--- src/rtl/spi_flash_reader.sv ---
// SPI flash read initiator: one 24-bit-addressed, 32-bit little-endian word per request.
// Define SPI_FLASH_READER_FAST_READ_EN for FAST_READ (0x0B) with 8 dummy clocks after the address.
module spi_flash_reader #(
    parameter int CLK_DIV = 2,
    parameter int CS_GAP  = 2
) (
    input  logic        core_clk,
    input  logic        core_rst,
    input  logic        req_valid,
    output logic        req_ready,
    input  logic [23:0] req_addr,
    output logic        rsp_valid,
    output logic [31:0] rsp_data,
    output logic        flash_csb,
    output logic        flash_clk,
    output logic        flash_io0,
    output logic        flash_io0_oeb,
    input  logic        flash_io1
);

    typedef enum logic [2:0] {
        S_IDLE,
        S_CMD,
        S_ADDR,
        S_DUMMY,
        S_DATA,
        S_GAP
    } state_t;

`ifdef SPI_FLASH_READER_FAST_READ_EN
    localparam logic [7:0] CMD_BYTE   = 8'h0B;
    localparam int         N_DUMMY    = 8;
    localparam state_t     AFTER_ADDR = S_DUMMY;
`else
    localparam logic [7:0] CMD_BYTE   = 8'h03;
    localparam int         N_DUMMY    = 0;
    localparam state_t     AFTER_ADDR = S_DATA;
`endif

    localparam int SLOT_W  = 7;
    localparam int N_SLOTS = 64 + N_DUMMY;
    localparam int DIV_W   = (CLK_DIV > 1) ? $clog2(CLK_DIV) : 1;
    localparam int GAP_W   = (CS_GAP > 1) ? $clog2(CS_GAP) : 1;

    state_t              state_q, state_d;
    logic [DIV_W-1:0]    div_q, div_d;
    logic                sclk_q, sclk_d;
    logic [SLOT_W-1:0]   slot_q, slot_d;
    logic [31:0]         tx_q, tx_d;
    logic [31:0]         rx_q, rx_d;
    logic [GAP_W-1:0]    gap_q, gap_d;
    logic                csb_q, csb_d;
    logic                oeb_q, oeb_d;
    logic                io0_q, io0_d;
    logic                ready_q, ready_d;
    logic                rsp_valid_q, rsp_valid_d;
    logic [31:0]         rsp_data_q, rsp_data_d;

    logic                phase_end;
    logic                last_slot;

    assign phase_end = (div_q == DIV_W'(CLK_DIV - 1));
    assign last_slot = (slot_q == SLOT_W'(N_SLOTS - 1));

    always_ff @(posedge core_clk) begin
        if (core_rst) begin
            state_q     <= S_IDLE;
            div_q       <= '0;
            sclk_q      <= 1'b0;
            slot_q      <= '0;
            tx_q        <= '0;
            rx_q        <= '0;
            gap_q       <= '0;
            csb_q       <= 1'b1;
            oeb_q       <= 1'b1;
            io0_q       <= 1'b0;
            ready_q     <= 1'b0;
            rsp_valid_q <= 1'b0;
            rsp_data_q  <= '0;
        end else begin
            state_q     <= state_d;
            div_q       <= div_d;
            sclk_q      <= sclk_d;
            slot_q      <= slot_d;
            tx_q        <= tx_d;
            rx_q        <= rx_d;
            gap_q       <= gap_d;
            csb_q       <= csb_d;
            oeb_q       <= oeb_d;
            io0_q       <= io0_d;
            ready_q     <= ready_d;
            rsp_valid_q <= rsp_valid_d;
            rsp_data_q  <= rsp_data_d;
        end
    end

    always_comb begin
        state_d     = state_q;
        div_d       = div_q;
        sclk_d      = sclk_q;
        slot_d      = slot_q;
        tx_d        = tx_q;
        rx_d        = rx_q;
        gap_d       = gap_q;
        csb_d       = csb_q;
        oeb_d       = oeb_q;
        io0_d       = io0_q;
        rsp_valid_d = 1'b0;
        rsp_data_d  = rsp_data_q;

        case (state_q)
            S_IDLE: begin
                if (req_valid && ready_q) begin
                    state_d = S_CMD;
                    tx_d    = {CMD_BYTE, req_addr};
                    io0_d   = CMD_BYTE[7];
                    csb_d   = 1'b0;
                    oeb_d   = 1'b0;
                    div_d   = '0;
                    sclk_d  = 1'b0;
                    slot_d  = '0;
                    rx_d    = '0;
                end
            end

            S_GAP: begin
                if (gap_q == '0) begin
                    state_d = S_IDLE;
                end else begin
                    gap_d = gap_q - GAP_W'(1);
                end
            end

            default: begin
                if (!phase_end) begin
                    div_d = div_q + DIV_W'(1);
                end else begin
                    div_d = '0;
                    if (!sclk_q) begin
                        sclk_d = 1'b1;
                        if (state_q == S_DATA) begin
                            rx_d = {rx_q[30:0], flash_io1};
                        end
                    end else begin
                        // Slot boundary: next MOSI bit appears with the falling edge; zeros shift in after the address.
                        sclk_d = 1'b0;
                        slot_d = slot_q + SLOT_W'(1);
                        tx_d   = {tx_q[30:0], 1'b0};
                        io0_d  = tx_q[30];
                        case (state_q)
                            S_CMD:   if (slot_q == SLOT_W'(7))  state_d = S_ADDR;
                            S_ADDR:  if (slot_q == SLOT_W'(31)) state_d = AFTER_ADDR;
                            S_DUMMY: if (slot_q == SLOT_W'(39)) state_d = S_DATA;
                            S_DATA: begin
                                if (last_slot) begin
                                    state_d     = S_GAP;
                                    csb_d       = 1'b1;
                                    oeb_d       = 1'b1;
                                    io0_d       = 1'b0;
                                    gap_d       = GAP_W'(CS_GAP - 1);
                                    rsp_valid_d = 1'b1;
                                    rsp_data_d  = {rx_q[7:0], rx_q[15:8], rx_q[23:16], rx_q[31:24]};
                                end
                            end
                            default: ;
                        endcase
                    end
                end
            end
        endcase

        ready_d = (state_d == S_IDLE);
    end

    assign req_ready     = ready_q;
    assign rsp_valid     = rsp_valid_q;
    assign rsp_data      = rsp_data_q;
    assign flash_csb     = csb_q;
    assign flash_clk     = sclk_q;
    assign flash_io0     = io0_q;
    assign flash_io0_oeb = oeb_q;

endmodule

--- config.mk ---
export PLATFORM = sky130hd
export DESIGN_NAME = spi_flash_reader
export DESIGN_NICKNAME = d
export VERILOG_FILES = /design/src/rtl/spi_flash_reader.sv
export SDC_FILE = /design/constraint.sdc
export NUM_CORES = 1
export LEC_CHECK = 0
export CAP_MARGIN = 20
export CORE_ASPECT_RATIO = 1.4
export CORE_UTILIZATION = 55
export DETAILED_ROUTE_END_ITERATION = 12
export PLACE_DENSITY = 0.83
export SLEW_MARGIN = 20
export SYNTH_ARGS = -nofsm -noshare
export SYNTH_HDL_FRONTEND = slang
export SYNTH_SLANG_ARGS = --single-unit
--- constraint.sdc ---
create_clock -name core_clk -period 4.4 [get_ports core_clk]
set_clock_uncertainty 0.05 [all_clocks]
set_input_delay 1.32 -clock core_clk [delete_from_list [all_inputs] [get_ports core_clk]]
set_output_delay 1.32 -clock core_clk [all_outputs]
set_load 0.005 [all_outputs]
==> impl_metrics.ini <==
[final_layout]
final_common_cell = dfxtp_1
fin_nets = 554
final_layout_size_suffix_gt1_share_pct = 6.62
mostFrequentLayoutCells = dfxtp_1, nand2_1, clkdlybuf4s50_1, nor2_1, a22oi_1
insertedDiodeCount = 0
area_delta_synth_final_pct = 18.0

[sta]
tns_ns = 0
relSlewSlack_pct = 34.6
slew_viol_final = 0
hold_viol = 0
worst_pin_slew_ns = 0.979
finalCriticalPeriod_ns = 3.17
min_period_over_period_pct = 72.1
rsz0062_at_grt = false
max_freq_mhz = 315
setup-violations-final = 0
holdWs_ns = 0.403

[worst_setup_path]
cp_num_buf_inv = 1
end_kind = register
crit_path_top_delay_cell = nand2_1
path_class = input port to register
cp_top_family = simple AND/OR/NAND/NOR gates
cp.arrival_ns = 3.36
crit_path_cell_trace = clkdlybuf4s50_1 -> nand3b_1 -> a21oi_1 -> nand2_1 -> a22oi_1 -> nor2_1
critPathMaxStageDelay_ns = 0.59
cp-start-kind = input port
critPathRequiredTime_ns = 4.59
crit_fanout = 32

[cts]
post_cts_resized = 0
cts_tree = yes
htreeDepth = 3
cts_hold_buffers = 0
cts_sinks = 112
postCtsSetupRepairBufs = 0
clock_path_buffers = 2
clkTransAtPathRegs_ns = 0.10
root_buffer = clkbuf_8
cts_buffers = 9
clock_latency_ns = 0.37

[die]
start_util_pct = 56.5
io_pins = 66
rows = 38
fp.dieW_um = 77.4
core_area_um2 = 7750
die_y_um = 108
die-area_um2 = 8330

[synthesis]
synthArstFlopShare_pct = 0
synth-seq-cells = 112
ys_warn_count = 0
synth_cell_type_count = 52
syn-instance-count = 481
synth_nets = 510
synth_edf_count = 0
yosysSeqAreaShare_pct = 51.2
ys.flop_type = dfxtp_1
synth_area_um2 = 4380
syn_area_per_cell_um2 = 9.11

[drt]
vias = 3641
wirelength_mm = 9.27
wl_per_cell_um = 14.7
post-route-drc-count = 0
first_iter_violations = 250
via_per_inst = 5.79
firstDrtPassIters = 5
drtAntennaViolNets = 0

[placed_design]
gp_congestion = 0.820
hpwl_mm = 6.15
port_buffers = 65

[grt]
grt_pass1_vias = 3355
grt_max_degree = 77
track_usage_pct = 24.0
grt_antenna_before_repair = 0
grt-ovfl-total = 0
grt_first_pass_wirelength_mm = 15.7

[power_and_ir_drop]
powerDensity_nw_per_um2 = 327
ir_drop_mv = 0.225
leakage_nw = 1.80

[min_path]
hold_path_class = register to register

[flow_run]
maxCapViolations = 0

[outcome]
status = finished, final reports clean
flip-flops by register name, summed over array words and instances (netlist names):
| signal | flops |
|---|---|
| rx_q | 32 |
| state_q | 3 |
| flash_io0_oeb | 1 |
| gap_q | 1 |
| flash_clk | 1 |
| flash_io0 | 1 |
| tx_q | 31 |
| rsp_data | 32 |
| slot_q | 7 |
| rsp_valid | 1 |
| div_q | 1 |
| req_ready | 1 |
cell usage after synthesis, drive strengths merged, types with 3 or more instances:
cell	number	share of area (%)
a21o	14	2.4
xnor2	5	1.0
a22oi	44	7.5
dfxtp	112	51
inv	4	0.34
nor2b	3	0.43
a211oi	3	0.63
a22o	17	3.4
nor3	10	1.4
nand3	4	0.46
o2bb2ai	11	2.2
o21ai	9	1.1
clkbuf	18	1.5
buf	20	3.1
nand3b	3	0.51
nor2	52	4.6
a21oi	42	5.1
nand2	78	6.7
report_power, final:
part           switching, mW  internal [mW]
Clock                  0.335          0.210
Sequential            0.0140           1.03
Combinational         0.0534         0.0494
per-layer routing:
layer  GRT usage [%]  routed length [µm]  vias to the layer above
met5               0                   0                        -
met4            11.5                 189                        0
met3            4.49                 365                       14
met2            41.7                4940                       82
met1            28.3                3770                     1748
li1                -                   -                     1797
layout make-up:
cell class,count,area [µm²]
clock inverters,3,26.3
well taps,100,125
repair buffers,71,691
clock buffers,12,135
multi-input cells,327,1930
fillers,646,2580
flip-flops and latches,112,2240
inverters,4,15.0
final timing paths:
check	start	to	slack, ns	depth (start not counted)
setup / recovery	req_valid	rx_q[9]$_SDFFE_PP0P_	1.23	6
setup reg to reg	state_q[2]$_SDFF_PP0_	slot_q[0]$_SDFFE_PP0P_	1.74	6
hold reg to reg	rsp_data[7]$_SDFFE_PP0P_	rsp_data[7]$_SDFFE_PP0P_	0.40	2
hold / removal	rsp_data[7]$_SDFFE_PP0P_	rsp_data[7]$_SDFFE_PP0P_	0.40	2
tightest hold or removal path, stage by stage, from the launching register on:
cell and delay (ns):
dfxtp_1 0.32, nand2_1 0.05, a21oi_1 0.05
per-stage QoR:
stage	setup WS (ns)	instance area (µm²)	cells	power (mW)	utilization [%]
2_1_floorplan	1.86	4380	481	1.13	-
3_3_place_gp	0.889	5010	614	1.17	64.6
3_5_place_dp	0.844	5010	614	1.17	64.6
4_1_cts	1.22	5170	629	1.70	66.7
5_1_grt	1.00	5170	629	1.76	66.7
6_report	1.23	5170	629	1.69	66.7
cell families (layout without fill, tap and decap cells):
family	count (synthesis)	in the layout	synth area share, %
AOI/OAI and AO/OA	156	156	26.0
xor gates and xnor gates	5	5	0.999
adders and majority gates	1	1	0.286
buffers and inverters	42	90	4.94
DFF	112	112	51.2
muxes	1	1	0.257
and+or+nand+nor	164	164	16.4
(Power assumes the default switching activity.)
